## config.mk

```make
export PLATFORM = sky130hd
export DESIGN_NAME = pipe_scoreboard
export DESIGN_NICKNAME = d
export VERILOG_FILES = /design/src/rtl/pipe_scoreboard.sv
export SDC_FILE = /design/constraint.sdc
export NUM_CORES = 1
export LEC_CHECK = 0
export ABC_AREA = 1
export ABC_CLOCK_PERIOD_IN_PS = 2000
export CORE_MARGIN = 1.5
export CORE_UTILIZATION = 35
export CTS_CLUSTER_SIZE = 12
export DETAILED_ROUTE_END_ITERATION = 6
export PLACE_DENSITY = 0.69
export SLEW_MARGIN = 0
export SYNTH_ARGS = -nofsm -noshare
export SYNTH_HDL_FRONTEND = slang
export SYNTH_SLANG_ARGS = --single-unit
```

## constraint.sdc

```tcl
create_clock -name clk -period 2 [get_ports clk]
set_clock_uncertainty 0.1 [all_clocks]
set_input_delay 0.4 -clock clk [delete_from_list [all_inputs] [get_ports clk]]
set_output_delay 0.4 -clock clk [all_outputs]
set_load 0.005 [all_outputs]
```

## src/rtl/pipe_scoreboard.sv

```systemverilog
// ---------------------------------------------------------------------------
// pipe_scoreboard
//
// Hazard scoreboard for the in-order pipelined CPU. It tracks the destination
// registers of instructions in flight between ID and WB. For each ID source
// port it selects a forwarding source. It raises a load-use stall when a
// source depends on a load whose data is not yet available. A branch flush
// from EXE discards the ID instruction, so a bubble enters the scoreboard in
// its place.
//
// Slot k holds the instruction in the pipeline register after stage k:
//   slot 0 = EXE ... slot N_STAGES-1 = WB.
//
// Optional feature macro: PIPE_SB_PERF_CNT_EN adds the stall_cnt and
// flush_cnt performance counter ports and registers.
//
// Ports:
//   clk         in   clock, rising edge
//   rst         in   asynchronous active-high reset
//   id_valid    in   ID holds a valid instruction
//   id_rd_en    in   [N_RD]        per-port source read enable
//   id_rd_addr  in   [N_RD*ADDR_W] source addresses, port i at [i*ADDR_W +: ADDR_W]
//   id_wr_en    in   ID instruction writes a register
//   id_wr_addr  in   [ADDR_W]      ID destination address
//   id_is_load  in   ID instruction is a load
//   flush       in   branch taken in EXE; drop the ID instruction
//   stall       out  hold IF/ID and PC; insert a bubble into ID/EXE
//   fwd_sel     out  [N_RD*SEL_W]  per port: 0 = regfile, s+1 = slot s result
//   stall_cnt   out  [32] stalled cycles        (PIPE_SB_PERF_CNT_EN only)
//   flush_cnt   out  [32] flush cycles          (PIPE_SB_PERF_CNT_EN only)
//
// Handshake: none. Slots shift every cycle with no back-pressure. stall and
// fwd_sel are combinational from the current slots and the ID inputs.
// ---------------------------------------------------------------------------
module pipe_scoreboard #(
  parameter int ADDR_W       = 5,
  parameter int N_STAGES     = 3,
  parameter int N_RD         = 3,
  parameter int LOAD_USE_GAP = 1,
  parameter int HARD_ZERO    = 0,
  parameter int SEL_W        = $clog2(N_STAGES + 1)
) (
  input  logic                     clk,
  input  logic                     rst,
  input  logic                     id_valid,
  input  logic [N_RD-1:0]          id_rd_en,
  input  logic [N_RD*ADDR_W-1:0]   id_rd_addr,
  input  logic                     id_wr_en,
  input  logic [ADDR_W-1:0]        id_wr_addr,
  input  logic                     id_is_load,
  input  logic                     flush,
  output logic                     stall,
  output logic [N_RD*SEL_W-1:0]    fwd_sel
`ifdef PIPE_SB_PERF_CNT_EN
  ,
  output logic [31:0]              stall_cnt,
  output logic [31:0]              flush_cnt
`endif
);

  logic [N_STAGES-1:0] slot_valid;
  logic [N_STAGES-1:0] slot_load;
  logic [ADDR_W-1:0]   slot_waddr [N_STAGES];

  logic [N_RD-1:0]     hazard;
  logic                accept;

  // The ID instruction enters slot 0 only when it is really issued: a
  // stalled or flushed instruction becomes a bubble.
  assign accept = id_valid & id_wr_en & ~stall & ~flush;

  always_ff @(posedge clk or posedge rst) begin
    if (rst) begin
      slot_valid <= '0;
      slot_load  <= '0;
      for (int k = 0; k < N_STAGES; k++) slot_waddr[k] <= '0;
    end else begin
      for (int k = 1; k < N_STAGES; k++) begin
        slot_valid[k] <= slot_valid[k-1];
        slot_load[k]  <= slot_load[k-1];
        slot_waddr[k] <= slot_waddr[k-1];
      end
      slot_valid[0] <= accept;
      slot_load[0]  <= accept & id_is_load;
      slot_waddr[0] <= id_wr_addr;
    end
  end

  // Per-port youngest-match search. Scanning from the oldest slot down to
  // slot 0 lets the last hit (lowest index, youngest producer) win.
  always_comb begin : match_search
    logic [ADDR_W-1:0] addr;
    logic              hit;
    logic              hit_load;
    int                hit_slot;
    hazard  = '0;
    fwd_sel = '0;
    for (int i = 0; i < N_RD; i++) begin
      addr     = id_rd_addr[i*ADDR_W +: ADDR_W];
      hit      = 1'b0;
      hit_load = 1'b0;
      hit_slot = 0;
      for (int s = N_STAGES - 1; s >= 0; s--) begin
        if (id_rd_en[i] && slot_valid[s] && (slot_waddr[s] == addr) &&
            !((HARD_ZERO != 0) && (addr == '0))) begin
          hit      = 1'b1;
          hit_load = slot_load[s];
          hit_slot = s;
        end
      end
      if (hit) begin
        fwd_sel[i*SEL_W +: SEL_W] = SEL_W'(hit_slot + 1);
        // A load in a slot below LOAD_USE_GAP has no data yet to forward.
        hazard[i] = hit_load && (hit_slot < LOAD_USE_GAP);
      end
    end
  end

  // Flush beats stall: the ID instruction is being discarded anyway.
  assign stall = id_valid & ~flush & (|hazard);

`ifdef PIPE_SB_PERF_CNT_EN
  always_ff @(posedge clk or posedge rst) begin
    if (rst) begin
      stall_cnt <= '0;
      flush_cnt <= '0;
    end else begin
      if (stall) stall_cnt <= stall_cnt + 32'd1;
      if (flush) flush_cnt <= flush_cnt + 32'd1;
    end
  end
`endif

endmodule

```

==> summary.md <==
| Metric | Value |
|---|---|
| Status | complete, but fails checks |
| Violated checks | negative setup slack |
| Design Area, Final | 0.00280 mm^2 |
| Initial antenna violation count | 0 |
| Top-count cell post-synth | nand2_1 |
| Period utilisation layout | 135% |
| CP Launch Type | register |
| Final setup violation count | 9 |
| Post-synth EDFFs | 0 |
| Largest cells by area after synthesis | dfrtp_1, nand2_1, inv_1 |
| Synthesized area per cell | 5.88 um^2 |
| Nets@finish | 415 |
| CTS hold repair buffers | 0 |
| Fmax | 0.370 GHz |
| Max-Slew Margin vs Limit | 81.5% |
| Sequential share of power | 44.0% |
| Die Span X | 72.6 um |
| Aggregate negative setup slack | -3.18 ns |
| First-pass GRT wire length | 8.45 mm |
| CP Data Arrival Time | 2.20 ns |
| CP Cell Sequence | inv_1 -> nand2_1 -> nand2_1 -> nor2_2 -> nand3_2 -> nor2_2 -> inv_2 -> ha_4 -> inv_1 -> o21bai_1 -> nor2_1 -> nand2_1 -> nand3_1 -> nand2_1 -> inv_1 -> buf_2 |
| Max_cap viols | 0 |
| Psw | 337 uW |
| Num Clock Sinks | 21 |
| Fraction of registers with async set/reset | 100% |
| Initial DRC Count | 123 |
| Leading area contributor after synthesis | dfrtp_1 |
| Clock Power Share | 27.7% |
| Hold crit path type | register to register |
| Vias in the first global route | 1897 |
| Worst path buffer plus inverter count | 5 |
| First-pass iteration count of the detailed router | 4 |
| Proportion of layout cells with a drive suffix above 1 | 37.2% |
| Crit path max-delay family | simple AND/OR/NAND/NOR gates |
| Combinational fraction of design power | 28.3% |
| Ys flop type | dfrtp_1 |
| Mapped Cells | 288 |
| GRT Total Usage | 20.6% |
| Post-Syn Nets | 320 |
| Top post-synthesis cells by count | nand2_1, inv_1, nor2_1 |
| Antenna Nets Post-Route | 0 |
| Power Dens Cells | 377 mW/mm^2 |
| Area growth from synthesis to layout | 65.3% |
| Reg clk slew, reported paths | 0.08 ns |
| Setup slack after layout | -0.700 ns |
| Share of the synthesized area in the top cell type | 31.0% |
| Filler Cells Inserted | 444 |
| Cell Int Power | 719 uW |
| Post-detailed-route wirelength per cell | 12.3 um |
| Post-synthesis sequential area ratio | 31.0% |
| Die area | 0.00527 mm^2 |
| Io pins | 36 |
| Slowest cell on crit path | dfrtp_1 |
| Synth Register Bits | 21 |
| Switching power share of the total | 31.9% |
| Yosys warns | 0 |
| P_leak | 0.00161 uW |
| Vias per inst | 4.72 |
| Cts bufs inserted | 3 |
| Drt drc | 0 |
| Via Count | 2056 |
| Overall Power | 1060 uW |
| RSZ-0062 raised after global routing | yes |
| Setup CP Type | register to output pin |
| Crit path required time | 1.50 ns |
| Die height | 72.6 um |
| Most frequent CP cell | nand2_1 |
| Post-synthesis cell area | 0.00169 mm^2 |
| Yosys cell types | 18 |
| CP max FO | 4 |
| Max incr delay on CP | 0.41 ns |
| # H-tree levels | 1 |
| PortBufs | 35 |
| Routability cong. | 0.864 |
| Detailed Route WL | 5.35 mm |
| Worst-Skew Late Latency | 0.27 ns |
| CTS max path bufs | 2 |
| Rows | 25 |
| Slew Viols, Final | 0 |
| DP Area | 0.00234 mm^2 |
| Initial Util | 36.1% |
| # diodes | 0 |
| Core ar. | 0.00469 mm^2 |
| Max IR drop VDD | 0.000335 V |
| GRT overflow | 0 |
| Final hold slack | 0.282 ns |
| Final Hold Fails | 0 |
| Least-Margin Pin Slew | 0.277 ns |
| Tmin final | 2.70 ns |
| CTS tree | built |
| Critical Path Sink Type | output pin |
| Final HPWL DP | 3.65 mm |
| Root Driver | clkbuf_8 |
| Largest net degree at the start of global routing | 22 |
[power by group through the flow]
stage	Combinational [uW]	Sequential (uW)	Clock, uW
CTS	271	463	303
global placement	242	472	0
floorplan	118	468	0
detailed placement	244	473	0
global route	330	467	325
finish	299	464	292
[layer usage]
metal / up-vias / part of all wire (%) / routed length, um / GRT usage, %
li1: 1033 / - / - / -
met1: 943 / 43 / 2300 / 28.5
met2: 68 / 50 / 2660 / 32.5
met3: 12 / 6.0 / 319 / 3.87
met4: 0 / 1.3 / 69 / 6.29
met5: - / 0 / 0 / 0
[kinds of logic after synthesis]
logic type	count (synthesis)	share of synthesized area (%)
compound gates	11	3.62
simple gates	188	46.6
fa+ha+maj	3	2.22
buf+inv	58	12.9
flops	21	31.0
xor+xnor	7	3.62
[worst paths after layout]
kind	start	endpoint	slack [ns]	cells past startpoint
min in group asynchronous	rst	slot_waddr[14]	0.35	3
max in group asynchronous	rst	slot_waddr[5]	1.20	3
max	slot_waddr[9]	stall	-0.70	16
min	slot_load[1]	slot_load[2]	0.28	0
min reg2reg	slot_load[1]	slot_load[2]	0.28	0
max reg2reg	slot_waddr[9]	slot_valid[0]	-0.15	13
[layout make-up]
class	count	area, um^2	share of cell area (%)
clock buffers	3	41.3	1.47
flip-flops and latches	21	527	18.8
well taps	54	67.6	2.41
repair buffers	90	766	27.3
multi-input cells	209	1160	41.6
inverters	58	226	8.09
clock inverters	1	7.51	0.268
[worst register-to-register path, cell delays in order (launching register included)]
cell     delay, ns
dfrtp_1       0.42
buf_4         0.15
xor2_1        0.13
nor2_1        0.16
nand3_2       0.15
nand3_2       0.10
ha_1          0.14
o21ai_1       0.07
nor2_1        0.12
nand2_1       0.10
buf_4         0.14
buf_4         0.13
nand4_4       0.09
inv_1         0.05
[cells in the final DEF (no fill, tap or decap), drive strengths merged, types with 3 or more instances in the layout]
| cell type | instances |
|---|---|
| nor2 | 50 |
| dfrtp | 21 |
| o21ai | 9 |
| nand3 | 18 |
| xor2 | 7 |
| buf | 59 |
| dlygate4sd2 | 15 |
| ha | 3 |
| nand2 | 118 |
| clkbuf | 4 |
| inv | 56 |
| clkdlybuf4s15 | 5 |
| clkdlybuf4s50 | 10 |
[stage by stage]
step | worst slack, ns | utilization [%] | std cells
after floorplan | -0.00614 | - | 288
after global placement | -1.16 | 49.9 | 407
after global routing | -0.871 | 59.7 | 436
after CTS | -0.593 | 56.6 | 430
after detailed placement | -1.22 | 49.9 | 407
final | -0.700 | 59.7 | 436
[registers in the layout, indices dropped and copies added (netlist names)]
register / count
slot_load: 3
slot_waddr: 15
slot_valid: 3
[what timing repair did]
item | 4_1_cts | 5_1_grt
setup endpoints to repair | 9 | 9
resized for setup | 91 | 38
pin swaps | 32 | 23
setup buffers | 23 | 9
Note: power is estimated with default switching activity, not from simulation.
